## src/rtl/pc_unit.sv

```systemverilog
// ---------------------------------------------------------------------------
// pc_unit
//
// This is the registered program-counter unit for the single-cycle RISC-V
// core. It holds the architectural PC. It resolves the branch type against
// the ALU flags and handles trap entry on illegal instructions and return
// on mret. It also provides a stall hold, a double-fault halt and a counter
// of taken control transfers.
//
// Optional feature macro: MISALIGN_TRAP_EN
//   When this macro is defined, a taken target with bit[1] set raises a
//   misaligned-target trap. That trap becomes a halt if the unit is already
//   in the trap handler.
//   When it is undefined, bits [1:0] of the target are cleared and the
//   transfer proceeds normally.
//
// Ports:
//   clk         in   rising-edge clock
//   rst_n       in   synchronous active-low reset
//   stall       in   freeze PC, trap state and counter this cycle
//   branch      in   3-bit branch type
//                    seq/BNE/BEQ/JAL/JALR/BLT/BGE; reserved is treated as seq
//   zero        in   ALU equality flag
//   lt          in   ALU less-than flag
//   immgen      in   sign-extended branch/JAL offset
//   alu_out     in   JALR target (rs1+imm)
//   invalid     in   current instruction is illegal
//   mret        in   return from trap
//   pc          out  current PC (registered)
//   pc_plus4    out  pc+4 (combinational)
//   pc_src      out  control transfer taken this cycle
//   epc         out  saved PC of the trapping instruction
//   trap_cause  out  00 none, 01 illegal, 10 misaligned target
//   trap_active out  unit is in the trap handler
//   halted      out  unit is halted after a double fault
//   taken_cnt   out  count of taken transfers (wraps)
// ---------------------------------------------------------------------------
module pc_unit #(
  parameter int              XLEN         = 32,
  parameter logic [XLEN-1:0] RESET_VECTOR = 32'h0000_0000,
  parameter logic [XLEN-1:0] TRAP_VECTOR  = 32'h0000_0100,
  parameter int              CNT_W        = 16
) (
  input  logic             clk,
  input  logic             rst_n,
  input  logic             stall,
  input  logic [2:0]       branch,
  input  logic             zero,
  input  logic             lt,
  input  logic [XLEN-1:0]  immgen,
  input  logic [XLEN-1:0]  alu_out,
  input  logic             invalid,
  input  logic             mret,
  output logic [XLEN-1:0]  pc,
  output logic [XLEN-1:0]  pc_plus4,
  output logic             pc_src,
  output logic [XLEN-1:0]  epc,
  output logic [1:0]       trap_cause,
  output logic             trap_active,
  output logic             halted,
  output logic [CNT_W-1:0] taken_cnt
);

  typedef enum logic [1:0] {
    RUN  = 2'b00,
    TRAP = 2'b01,
    HALT = 2'b10
  } pcState_t;

  localparam logic [2:0] BR_BNE  = 3'b001;
  localparam logic [2:0] BR_BEQ  = 3'b010;
  localparam logic [2:0] BR_JAL  = 3'b011;
  localparam logic [2:0] BR_JALR = 3'b100;
  localparam logic [2:0] BR_BLT  = 3'b101;
  localparam logic [2:0] BR_BGE  = 3'b110;

  localparam logic [1:0] CAUSE_NONE     = 2'b00;
  localparam logic [1:0] CAUSE_ILLEGAL  = 2'b01;
  localparam logic [1:0] CAUSE_MISALIGN = 2'b10;

  pcState_t         r_state;
  logic [XLEN-1:0]  r_pc;
  logic [XLEN-1:0]  r_epc;
  logic [1:0]       r_cause;
  logic [CNT_W-1:0] r_takenCnt;

  pcState_t         w_nextState;
  logic [XLEN-1:0]  w_nextPc;
  logic [XLEN-1:0]  w_nextEpc;
  logic [1:0]       w_nextCause;
  logic [XLEN-1:0]  w_pcPlus4;
  logic [XLEN-1:0]  w_rawTarget;
  logic [XLEN-1:0]  w_target;
  logic             w_cond;
  logic             w_misaligned;
  logic             w_pcSrc;

  assign w_pcPlus4 = r_pc + XLEN'(4);

  // Decide whether the current branch type is taken, using the ALU flags.
  always_comb begin
    w_cond = 1'b0;
    case (branch)
      BR_BNE:  w_cond = ~zero;
      BR_BEQ:  w_cond = zero;
      BR_JAL:  w_cond = 1'b1;
      BR_JALR: w_cond = 1'b1;
      BR_BLT:  w_cond = lt;
      BR_BGE:  w_cond = ~lt;
      default: w_cond = 1'b0;
    endcase
  end

  // JALR clears bit 0 of its target. Every other transfer is PC-relative.
  // A target that proceeds always has bits [1:0] cleared.
  assign w_rawTarget = (branch == BR_JALR) ? (alu_out & ~XLEN'(1))
                                           : (r_pc + immgen);
  assign w_target    = w_rawTarget & ~XLEN'(3);

`ifdef MISALIGN_TRAP_EN
  assign w_misaligned = w_cond & w_rawTarget[1];
`else
  assign w_misaligned = 1'b0;
`endif

  // Compute the next PC and the next trap state.
  // Priority: stall > invalid > mret (only in TRAP) > misaligned target
  // > normal branch resolution. HALT ignores everything; only reset
  // leaves it.
  always_comb begin
    w_nextState = r_state;
    w_nextPc    = r_pc;
    w_nextEpc   = r_epc;
    w_nextCause = r_cause;
    w_pcSrc     = 1'b0;
    if (!stall) begin
      case (r_state)
        RUN: begin
          if (invalid) begin
            w_nextEpc   = r_pc;
            w_nextCause = CAUSE_ILLEGAL;
            w_nextPc    = TRAP_VECTOR;
            w_nextState = TRAP;
          end else if (w_misaligned) begin
            w_nextEpc   = r_pc;
            w_nextCause = CAUSE_MISALIGN;
            w_nextPc    = TRAP_VECTOR;
            w_nextState = TRAP;
          end else if (w_cond) begin
            w_pcSrc  = 1'b1;
            w_nextPc = w_target;
          end else begin
            w_nextPc = w_pcPlus4;
          end
        end
        TRAP: begin
          if (invalid) begin
            w_nextCause = CAUSE_ILLEGAL;
            w_nextState = HALT;
          end else if (mret) begin
            w_nextPc    = r_epc + XLEN'(4);
            w_nextCause = CAUSE_NONE;
            w_nextState = RUN;
          end else if (w_misaligned) begin
            w_nextCause = CAUSE_MISALIGN;
            w_nextState = HALT;
          end else if (w_cond) begin
            w_pcSrc  = 1'b1;
            w_nextPc = w_target;
          end else begin
            w_nextPc = w_pcPlus4;
          end
        end
        default: begin
          w_nextState = r_state;
        end
      endcase
    end
  end

  // Update the state registers. The combinational block already holds
  // everything when stalled or halted, so only reset needs special
  // handling here.
  always_ff @(posedge clk) begin
    if (!rst_n) begin
      r_state    <= RUN;
      r_pc       <= RESET_VECTOR;
      r_epc      <= '0;
      r_cause    <= CAUSE_NONE;
      r_takenCnt <= '0;
    end else begin
      r_state <= w_nextState;
      r_pc    <= w_nextPc;
      r_epc   <= w_nextEpc;
      r_cause <= w_nextCause;
      if (w_pcSrc) begin
        r_takenCnt <= r_takenCnt + CNT_W'(1);
      end
    end
  end

  assign pc          = r_pc;
  assign pc_plus4    = w_pcPlus4;
  assign pc_src      = w_pcSrc;
  assign epc         = r_epc;
  assign trap_cause  = r_cause;
  assign trap_active = (r_state == TRAP);
  assign halted      = (r_state == HALT);
  assign taken_cnt   = r_takenCnt;

endmodule

```

## config.mk

```make
export PLATFORM = sky130hd
export DESIGN_NAME = pc_unit
export DESIGN_NICKNAME = d
export VERILOG_FILES = /design/src/rtl/pc_unit.sv
export SDC_FILE = /design/constraint.sdc
export NUM_CORES = 1
export LEC_CHECK = 0
export BUFFER_PORTS_ARGS = -buffer_cell sky130_fd_sc_hd__buf_2
export CAP_MARGIN = 20
export CORE_ASPECT_RATIO = 0.9
export CORE_MARGIN = 4
export CORE_UTILIZATION = 40
export CTS_CLUSTER_DIAMETER = 80
export DETAILED_ROUTE_END_ITERATION = 16
export SLEW_MARGIN = 20
export SYNTH_ARGS = -nofsm -noshare
export SYNTH_HDL_FRONTEND = slang
export SYNTH_SLANG_ARGS = --single-unit
```

## constraint.sdc

```tcl
create_clock -name clk -period 3.2 [get_ports clk]
set_input_delay 0.16 -clock clk [delete_from_list [all_inputs] [get_ports clk]]
set_output_delay 0.16 -clock clk [all_outputs]
set_load 0.02 [all_outputs]
```

==> run_results.csv, run 1 <==
group,metric,value,unit
worst_hold_path,min_from,"alu_out[24]",
sta,setup_violations,0,
floorplan,rows,43,
logic_synthesis,ys_async_sr_fraction,0,
setup_path,end_kind,"flop",
setup_path,reg2reg_depth,9,
route,vias_per_cell,5.74,
setup_path,cp_max_fo,8,
setup_path,cp.arrival,3080,ps
logic_synthesis,synth_cells,864,
job,cap_violations,0,
global_routing,grt_pass1_vias,6618,
place,port_buffers,187,
route,drc_errors,0,
clock_network,clkSlewWorstSetupHoldPaths,60,ps
setup_path,startpoint_type,"flop",
setup_path,rrSetupSlack,340,ps
floorplan,die_area,18300,um^2
clock_network,cts_setup_buffers,0,
sta,fin_crit_sh,0.893,
pwr,p_per_area,382,nW/um^2
pwr,seqPwrFrac,0.361,
sta,skew,7.28,ps
worst_hold_path,hp-class,"input port to flop",
clock_network,cts_resized,0,
route,wirelength,24.3,mm
setup_path,cp.required,3420,ps
floorplan,core,15700,um^2
place,gp_congestion,0.921,
route,route.met2.wl,10.5,mm
clock_network,cts_sinks,83,
logic_synthesis,synth_area,6480,um^2
setup_path,slowest_stage,"o21ai_0",
clock_network,cts_tree,"done",
pwr,p_clk_frac,0.380,
sta,worst_pin_slew,829,ps
status,run_status,"finished, final reports clean",
floorplan,die_y,129,um
logic_synthesis,synthFlopType,"dfxtp_1",
logic_synthesis,synth_nets,971,
sta,min_period,2860,ps
sta,fmax,0.350,GHz
final_layout,synthToLayoutAreaGrowth,24.7,%
floorplan,start_util,0.414,
clock_network,htreeDepth,3,
global_routing,overflow,0,
pwr,p_switching,997,uW
global_routing,antenna_found_initial,1,
global_routing,grt_util_all_layers,0.259,
pwr,internal-power,2090,uW
setup_path,timing.rr.start,"pc[7]",
sta,tns,0,ps
route,first_pass_iters,5,
logic_synthesis,yosys.cell_types.count,79,
route,routed.top_layer,"met4",
floorplan,pin_count,191,
setup_path,critPathKind,"flop to flop",
clock_network,holdBufCountCts,0,
route,wl_met1,11.2,mm
logic_synthesis,ys_seq_elements,83,
sta,rsz0062_at_grt,"no",
setup_path,path_cells,"ha_1, nand2_1, o21ai_0, nand4_1, nand4_1, a41oi_1, a31oi_1, mux2i_1, a31oi_1",
setup_path,cp_slowest_stage_delay,510,ps
logic_synthesis,synth_edf_count,0,
worst_hold_path,holdPathStages,3,
sta,maxSlewViolCount,0,
pwr,swShare,0.322,
logic_synthesis,ys_seq_area_frac,0.256,
sta,finalHoldViolations,0,
clock_network,clk_latency,360,ps
logic_synthesis,synth_warnings,0,
sta,slew_headroom,0.445,
route,wl_met3,2.05,mm
floorplan,die-width,142,um
final_layout,final_nets,1166,
clock_network,numCtsBuffers,9,
route,final_antenna_net_count,0,
pwr,pwr-share-comb,0.259,
worst_hold_path,worstHoldEndpoint,"pc[24]",
logic_synthesis,avgSynthCellArea,7.50,um^2
clock_network,root_buffer,"clkbuf_16",
setup_path,worstReg2RegEnd,"pc[31]",
clock_network,cts.path.max_buffers,2,
place,dp_hpwl,18.8,mm
sta,whs,140,ps
global_routing,grt_max_degree,34,
pwr,ir_drop,297,uV
setup_path,cp_num_buf_inv,0,
route,post_drt_wl_per_cell,19.1,um
final_layout,drive_gt1_frac,0.241,
pwr,leakagePower,0.00353,uW
route,dr_total_vias,7276,
setup_path,crit_family,"compound AO/OA/AOI/OAI gates",
global_routing,grt_pass1_wl,37.1,mm
route,drtIter0Drc,701,
layout by cell type (no fill, tap or decap), types with 7 or more instances in the layout:
master	instances
ha_1	33
xor2_1	32
nor3_1	11
nor2b_1	7
inv_1	16
dfxtp_1	83
and4_1	9
a21oi_1	49
a22oi_1	12
o211ai_1	11
nor2_1	60
buf_4	36
or3_1	10
o21ai_0	63
clkbuf_16	9
nand2_1	145
and2_1	15
buf_2	187
and3_1	19
nand4_1	22
o21a_1	9
a31oi_1	9
a21boi_0	37
nand3_1	33
xnor2_1	49
how the worst max path moves through the flow:
stage / start / end / slack (ps) / depth (start not counted)
finish: pc[7] / pc[31] / 340 / 9
global route: pc[7] / pc[31] / 100 / 9
CTS: pc[7] / pc[18] / 400 / 8
detailed placement: pc[7] / pc[18] / 410 / 8
global placement: pc[7] / pc[18] / 470 / 8
floorplan: pc[2] / pc[18] / 620 / 8
power groups by stage:
stage	Combinational, uW	Clock [uW]	Sequential (uW)
6_report	801	1180	1120
3_5_place_dp	789	0	1140
4_1_cts	793	1190	1110
3_3_place_gp	788	0	1140
2_1_floorplan	452	0	1180
5_1_grt	873	1220	1120
sequential cells by signal, indices dropped and copies added, names as in the netlist:
signal	cells
epc	32
trap_cause	1
r_state	2
pc	32
taken_cnt	16
layer usage:
metal | GRT usage | vias up
met3 | 0.0602 | 36
met2 | 0.392 | 298
met1 | 0.375 | 3418
met4 | 0.0615 | 0
met5 | 0 | -
li1 | - | 3524
kinds of logic (layout without fill, tap and decap cells):
kind of cell	after synthesis	after routing	synth area share
multiplexers	7	7	0.0114
XOR/XNOR	81	81	0.109
other	1	2	0.000578
flip-flops	83	83	0.256
buffers and inverters	56	256	0.0390
adder cells (fa/ha/maj)	33	33	0.0637
AND/OR/NAND/NOR	348	348	0.256
AO/OA/AOI/OAI	255	255	0.263
cell usage after synthesis (5+ instances only):
library cell | n | area share
nand2_1 | 145 | 0.084
dfxtp_1 | 83 | 0.26
o21ai_0 | 63 | 0.049
nor2_1 | 61 | 0.035
a21oi_1 | 49 | 0.038
xnor2_1 | 49 | 0.066
a21boi_0 | 37 | 0.043
ha_1 | 33 | 0.064
nand3_1 | 33 | 0.025
xor2_1 | 32 | 0.043
clkbuf_1 | 30 | 0.017
nand4_1 | 22 | 0.021
and3_1 | 19 | 0.018
inv_1 | 16 | 0.0093
and2_1 | 15 | 0.014
a22oi_1 | 12 | 0.014
nor3_1 | 11 | 0.0085
o211ai_1 | 11 | 0.013
or3_1 | 10 | 0.0096
a31oi_1 | 9 | 0.0087
and4_1 | 9 | 0.012
o21a_1 | 9 | 0.010
nor2b_1 | 7 | 0.0068
a21o_1 | 6 | 0.0069
a221oi_1 | 6 | 0.0081
o221ai_1 | 5 | 0.0068
area by class of cell:
type	count	area, um^2
clock buffers	12	256
flip-flops and latches	83	1660
well taps	202	253
inverters	17	63.8
fillers	1612	7570
diodes	1	2.50
multi-input cells	725	4570
clock inverters	4	72.6
repair buffers	223	1210
per-stage QoR:
step,setup slack [ps],area (um^2),utilization,instances,power [uW]
2_1_floorplan,618,6480,-,864,1630
3_3_place_gp,471,7760,0.495,1250,1920
3_5_place_dp,408,7760,0.495,1250,1930
4_1_cts,400,8090,0.516,1266,3090
5_1_grt,101,8090,0.517,1267,3220
6_report,341,8090,0.517,1267,3090
worst reg2reg max path: stages, from the launching register on:
cell,delay (ps)
dfxtp_1,390
ha_1,390
nand2_1,80
o21ai_0,510
nand4_1,200
nand4_1,290
a41oi_1,190
a31oi_1,320
mux2i_1,250
a31oi_1,100
No activity file was read; power rests on OpenSTA's default activity.
==> run 2, diff against run 1 <==
--- a/config.mk
+++ b/config.mk
@@ -5,6 +5,7 @@
 export SDC_FILE = /design/constraint.sdc
 export NUM_CORES = 1
 export LEC_CHECK = 0
+export ABC_AREA = 1
 export BUFFER_PORTS_ARGS = -buffer_cell sky130_fd_sc_hd__buf_2
 export CAP_MARGIN = 20
 export CORE_ASPECT_RATIO = 0.9
==> run_results.csv, run 2 <==
group,metric,value,unit
status,run_status,"finished, final reports clean",
floorplan,start_util,0.408,
setup_path,critPathKind,"flop to primary output",
place,dp_hpwl,26.8,mm
sta,fmax,0.344,GHz
sta,skew,12.5,ps
global_routing,grt_max_degree,54,
final_layout,n_fill_cell,2126,
final_layout,insertedDiodeCount,0,
final_layout,synthToLayoutAreaGrowth,21.4,%
final_layout,finalNonFillerCells,1798,
logic_synthesis,yosys.area.top_type_share,0.212,
logic_synthesis,synthMuxAreaShare,0,
global_routing,grt_util_met3,0.0614,
setup_path,cp.arrival,2750,ps
global_routing,overflow,0,
setup_path,cp_max_fo,5,
sta,worst_pin_slew,714,ps
floorplan,die_area,21900,um^2
route,final_antenna_net_count,0,
place,placed_cells,1782,
setup_path,cp.required,3040,ps
sta,min_period,2910,ps
route,post_drt_wl_per_cell,18.6,um
sta,rsz0062_at_grt,"no",
logic_synthesis,ys_seq_area_frac,0.212,
global_routing,grt_pass1_wl,51.1,mm
place,gp_congestion,0.954,
route,drtIter0Drc,903,
logic_synthesis,yosys.cell_types.count,47,
clock_network,cts_sinks,83,
clock_network,cts_tree,"done",
logic_synthesis,synth_most_common_cell,"nand2_1",
pwr,p_per_area,370,nW/um^2
clock_network,clk_latency,360,ps
sta,maxSlewViolCount,0,
final_layout,final_nets,1650,
logic_synthesis,synthFlopType,"dfxtp_1",
logic_synthesis,synth_area,7850,um^2
final_layout,mostFrequentLayoutCell,"nand2_1",
route,vias_per_cell,5.41,
clock_network,holdBufCountCts,0,
logic_synthesis,synth.area.top_cells,"dfxtp_1 (21%), nand2_1 (15%), inv_1 (8.5%)",
global_routing,grt_most_used_layer,"met2",
pwr,power.total,3520,uW
sta,setup_violations,0,
worst_hold_path,hp-class,"input port to flop",
logic_synthesis,synth_xor_area_frac,0.0502,
logic_synthesis,synth_adder_area_share,0.0526,
clock_network,cts_setup_buffers,0,
route,dr_total_vias,9733,
global_routing,grt_util_all_layers,0.298,
floorplan,rows,48,
clock_network,cts.path.max_buffers,2,
logic_synthesis,synth_nets,1460,
logic_synthesis,synthTopCellsByCount,"nand2_1 (316), inv_1 (178), nor2_1 (163)",
route,drc_errors,0,
sta,slew_headroom,0.520,
global_routing,groute.layer.met2.usage,0.461,
final_layout,final_util,0.496,
place,port_buffers,187,
logic_synthesis,synth_simple_gate_area_frac,0.383,
logic_synthesis,synth_cells,1353,
clock_network,clkSlewWorstSetupHoldPaths,70,ps
clock_network,numCtsBuffers,9,
pwr,ir_drop,256,uV
logic_synthesis,ys_seq_elements,83,
global_routing,antenna_found_initial,1,
setup_path,startpoint_type,"flop",
clock_network,htreeDepth,3,
global_routing,grt_pass1_vias,9084,
sta,tns,0,ps
logic_synthesis,synth_edf_count,0,
route,first_pass_iters,5,
route,wirelength,33.5,mm
logic_synthesis,yosysTopAreaCell,"dfxtp_1",
setup_path,end_kind,"primary output",
sta,whs,90.8,ps
clock_network,cts_resized,0,
pwr,leakagePower,0.00478,uW
logic_synthesis,synth_top_family_by_area,"simple AND/OR/NAND/NOR gates",
floorplan,pin_count,191,
global_routing,grt_use_met1,0.412,
clock_network,root_buffer,"clkbuf_16",
logic_synthesis,synth_warnings,0,
floorplan,die_y,141,um
logic_synthesis,synth_compound_area_frac,0.193,
final_layout,final_cell_mix,"nand2_1 (316), buf_2 (187), inv_1 (178)",
sta,fin_crit_sh,0.908,
floorplan,core,19200,um^2
job,cap_violations,0,
logic_synthesis,avgSynthCellArea,5.80,um^2
final_layout,drive_gt1_frac,0.176,
logic_synthesis,ys_async_sr_fraction,0,
sta,finalHoldViolations,0,
floorplan,die-width,156,um
## run 2: cell count changes in the layout (fill, tap and decap cells not counted), moves of 14 or more
cell	delta
nand2_1	+171
a21boi_0	-35
nand3_1	+75
o21ai_0	+50
a21oi_1	+76
inv_1	+162
and2_1	-14
and3_1	-19
xnor2_1	-37
nor2_1	+102
nor3_1	+14
## run 2: cell type report
type	count	area, um^2	area share
Clock buffer	10	239	0.0251
Tap cell	250	313	0.0328
Sequential cell	83	1660	0.174
Multi-Input combinational cell	1045	5330	0.560
Inverter	184	691	0.0725
Clock inverter	6	97.6	0.0102
Timing Repair Buffer	220	1200	0.126
## run 2: logic make-up (layout without fill, tap and decap cells)
family	after synthesis	count (layout)
other	1	1
buffers and inverters	225	420
AND/OR/NAND/NOR	684	684
flip-flops	83	83
AO/OA/AOI/OAI	282	282
XOR/XNOR	45	45
adder cells (fa/ha/maj)	33	33
## run 2: metal layers
| metal | part of all wire | vias to the layer above |
|---|---|---|
| met3 | 0.097 | 67 |
| met4 | 0.033 | 2 |
| met5 | 0.00024 | - |
| met1 | 0.43 | 4365 |
| met2 | 0.43 | 474 |
| li1 | - | 4825 |
## run 2: stage by stage
| stage | cell area [um^2] | setup WS [ps] |
|---|---|---|
| after detailed placement | 9190 | 603 |
| final | 9530 | 295 |
| after global placement | 9190 | 627 |
| after floorplan | 7850 | 955 |
| after global routing | 9530 | 160 |
| after CTS | 9530 | 377 |
## run 2: worst paths after layout
path	startpoint	endpoint	slack (ps)	depth (start not counted)
worst max-delay path	pc[2]	pc_plus4[30]	290	10
worst min-delay path	stall	r_state[1]	90	4
worst min register to register	taken_cnt[8]	taken_cnt[8]	470	2
worst max register to register	pc[9]	pc[28]	560	13
## run 2: worst max-delay path, cell delays in order, from the launching register on
cell and delay, ps:
dfxtp_1 500, buf_4 190, ha_1 340, nand2_1 230
nor2_1 250, nand2_1 100, nor2_1 230, nand2_1 140
xor2_1 160, inv_1 80, buf_2 160
## run 2: power breakdown
| part | switching [uW] | total, uW | internal, uW | leakage [uW] |
|---|---|---|---|---|
| Sequential | 88.9 | 1180 | 1090 | 0.000678 |
| Combinational | 770 | 1140 | 368 | 0.00393 |
| Clock | 490 | 1210 | 716 | 0.000165 |
| Total | 1350 | 3520 | 2180 | 0.00478 |
==> run 3, diff against run 2 <==
--- a/config.mk
+++ b/config.mk
@@ -11,6 +11,7 @@
 export CORE_ASPECT_RATIO = 0.9
 export CORE_MARGIN = 4
 export CORE_UTILIZATION = 40
+export CTS_BUF_LIST = sky130_fd_sc_hd__clkbuf_8
 export CTS_CLUSTER_DIAMETER = 80
 export DETAILED_ROUTE_END_ITERATION = 16
 export SLEW_MARGIN = 20
==> run_results.csv, run 3 (synthesis gave the netlist of run 2 again) <==
group,metric,value,unit
global_routing,grt_pass1_vias,9024,
clock_network,clk_latency,380,ps
route,vias_per_cell,5.41,
clock_network,cts_resized,0,
global_routing,antenna_found_initial,1,
final_layout,final_nets,1650,
setup_path,cp.required,3040,ps
clock_network,cts_sinks,83,
pwr,leakagePower,0.00473,uW
route,wirelength,33.6,mm
sta,maxSlewViolCount,0,
job,cap_violations,0,
floorplan,die_area,21900,um^2
global_routing,grt_pass1_wl,51.0,mm
setup_path,cp.arrival,2780,ps
place,port_buffers,187,
final_layout,finalNonFillerCells,1798,
final_layout,mostFrequentLayoutCell,"nand2_1",
final_layout,seq_area,1660,um^2
sta,finalHoldViolations,0,
place,dp_hpwl,26.8,mm
sta,fin_ws,258,ps
route,drtIter0Drc,922,
clock_network,holdBufCountCts,0,
status,run_status,"finished, final reports clean",
sta,fmax,0.340,GHz
final_layout,final_cell_mix,"nand2_1 (316), buf_2 (187), inv_1 (178)",
sta,slew_headroom,0.507,
setup_path,cpMostUsedCell,"nand2_1",
floorplan,core,19200,um^2
route,drc_errors,0,
clock_network,cts_tree,"done",
final_layout,synthToLayoutAreaGrowth,20.1,%
place,gp_congestion,0.954,
floorplan,die_y,141,um
sta,worst_pin_slew,732,ps
worst_hold_path,hp-class,"input port to flop",
setup_path,startpoint_type,"flop",
pwr,ir_drop,205,uV
final_layout,multiInputGateArea,5330,um^2
setup_path,cp_max_fo,5,
setup_path,critPathKind,"flop to primary output",
clock_network,numCtsBuffers,9,
sta,rsz0062_at_grt,"no",
route,final_antenna_net_count,0,
pwr,power.total,3250,uW
floorplan,start_util,0.408,
final_layout,insertedDiodeCount,0,
sta,fin_crit_sh,0.919,
place,preCtsSetupSlack,603,ps
clock_network,cts_setup_buffers,0,
clock_network,htreeDepth,3,
route,dr_total_vias,9730,
sta,tns,0,ps
sta,skew,10.1,ps
clock_network,clkSlewWorstSetupHoldPaths,100,ps
sta,setup_violations,0,
setup_path,path_cells,"buf_4, ha_1, nand2_1, nor2_1, nand2_1, nor2_1, nand2_1, xor2_1, inv_1, buf_2",
route,first_pass_iters,5,
setup_path,cp_slowest_stage_delay,510,ps
clock_network,root_buffer,"clkbuf_8",
global_routing,overflow,0,
clock_network,cts.path.max_buffers,2,
floorplan,pin_count,191,
setup_path,slowest_stage,"dfxtp_1",
final_layout,drive_gt1_frac,0.176,
pwr,p_per_area,345,nW/um^2
sta,min_period,2940,ps
global_routing,grt_util_all_layers,0.298,
floorplan,die-width,156,um
setup_path,end_kind,"primary output",
place,placed_cells,1782,
final_layout,n_fill_cell,2137,
route,post_drt_wl_per_cell,18.7,um
floorplan,rows,48,
global_routing,grt_max_degree,54,
run 3: per-layer routing:
layer | up-vias | share of wire | GRT usage
met5 | - | 0.00036 | 0
li1 | 4814 | - | -
met1 | 4394 | 0.44 | 0.413
met4 | 2 | 0.031 | 0.0963
met3 | 64 | 0.093 | 0.0599
met2 | 456 | 0.43 | 0.464
run 3: report_power, final:
| part | total, uW | switching, uW | internal, uW |
|---|---|---|---|
| combinational | 1140 | 774 | 368 |
| sequential | 1180 | 90.2 | 1090 |
| clock | 925 | 454 | 471 |
| total | 3250 | 1320 | 1930 |
run 3: path summary, 6_finish.rpt:
path,slack (ps),cells after the start,to,from
setup / recovery,260,10,pc_plus4[30],pc[2]
hold reg to reg,470,2,taken_cnt[8],taken_cnt[8]
hold / removal,70,4,r_state[1],stall
setup reg to reg,540,15,taken_cnt[15],r_state[0]
run 3: worst max-delay path: cells and delay by family, from the launching register on:
kind                     cells  cell delay, ps
AND/OR/NAND/NOR              5             950
flip-flops                   1             510
buffers and inverters        3             430
adder cells (fa/ha/maj)      1             350
XOR/XNOR                     1             160
run 3: metrics by stage:
stage / utilization / hold slack [ps] / instance area [um^2]
finish: 0.491 / 66.4 / 9430
global route: 0.491 / 119 / 9430
CTS: 0.491 / 54.5 / 9430
detailed placement: 0.478 / 450 / 9190
global placement: 0.478 / 449 / 9190
floorplan: - / 298 / 7850
run 3: final cells by class:
class,count,area share
Multi-Input combinational cell,1045,0.566
Inverter,184,0.0732
Clock buffer,10,0.0146
Clock inverter,6,0.0104
Timing Repair Buffer,220,0.127
Tap cell,250,0.0332
Sequential cell,83,0.176
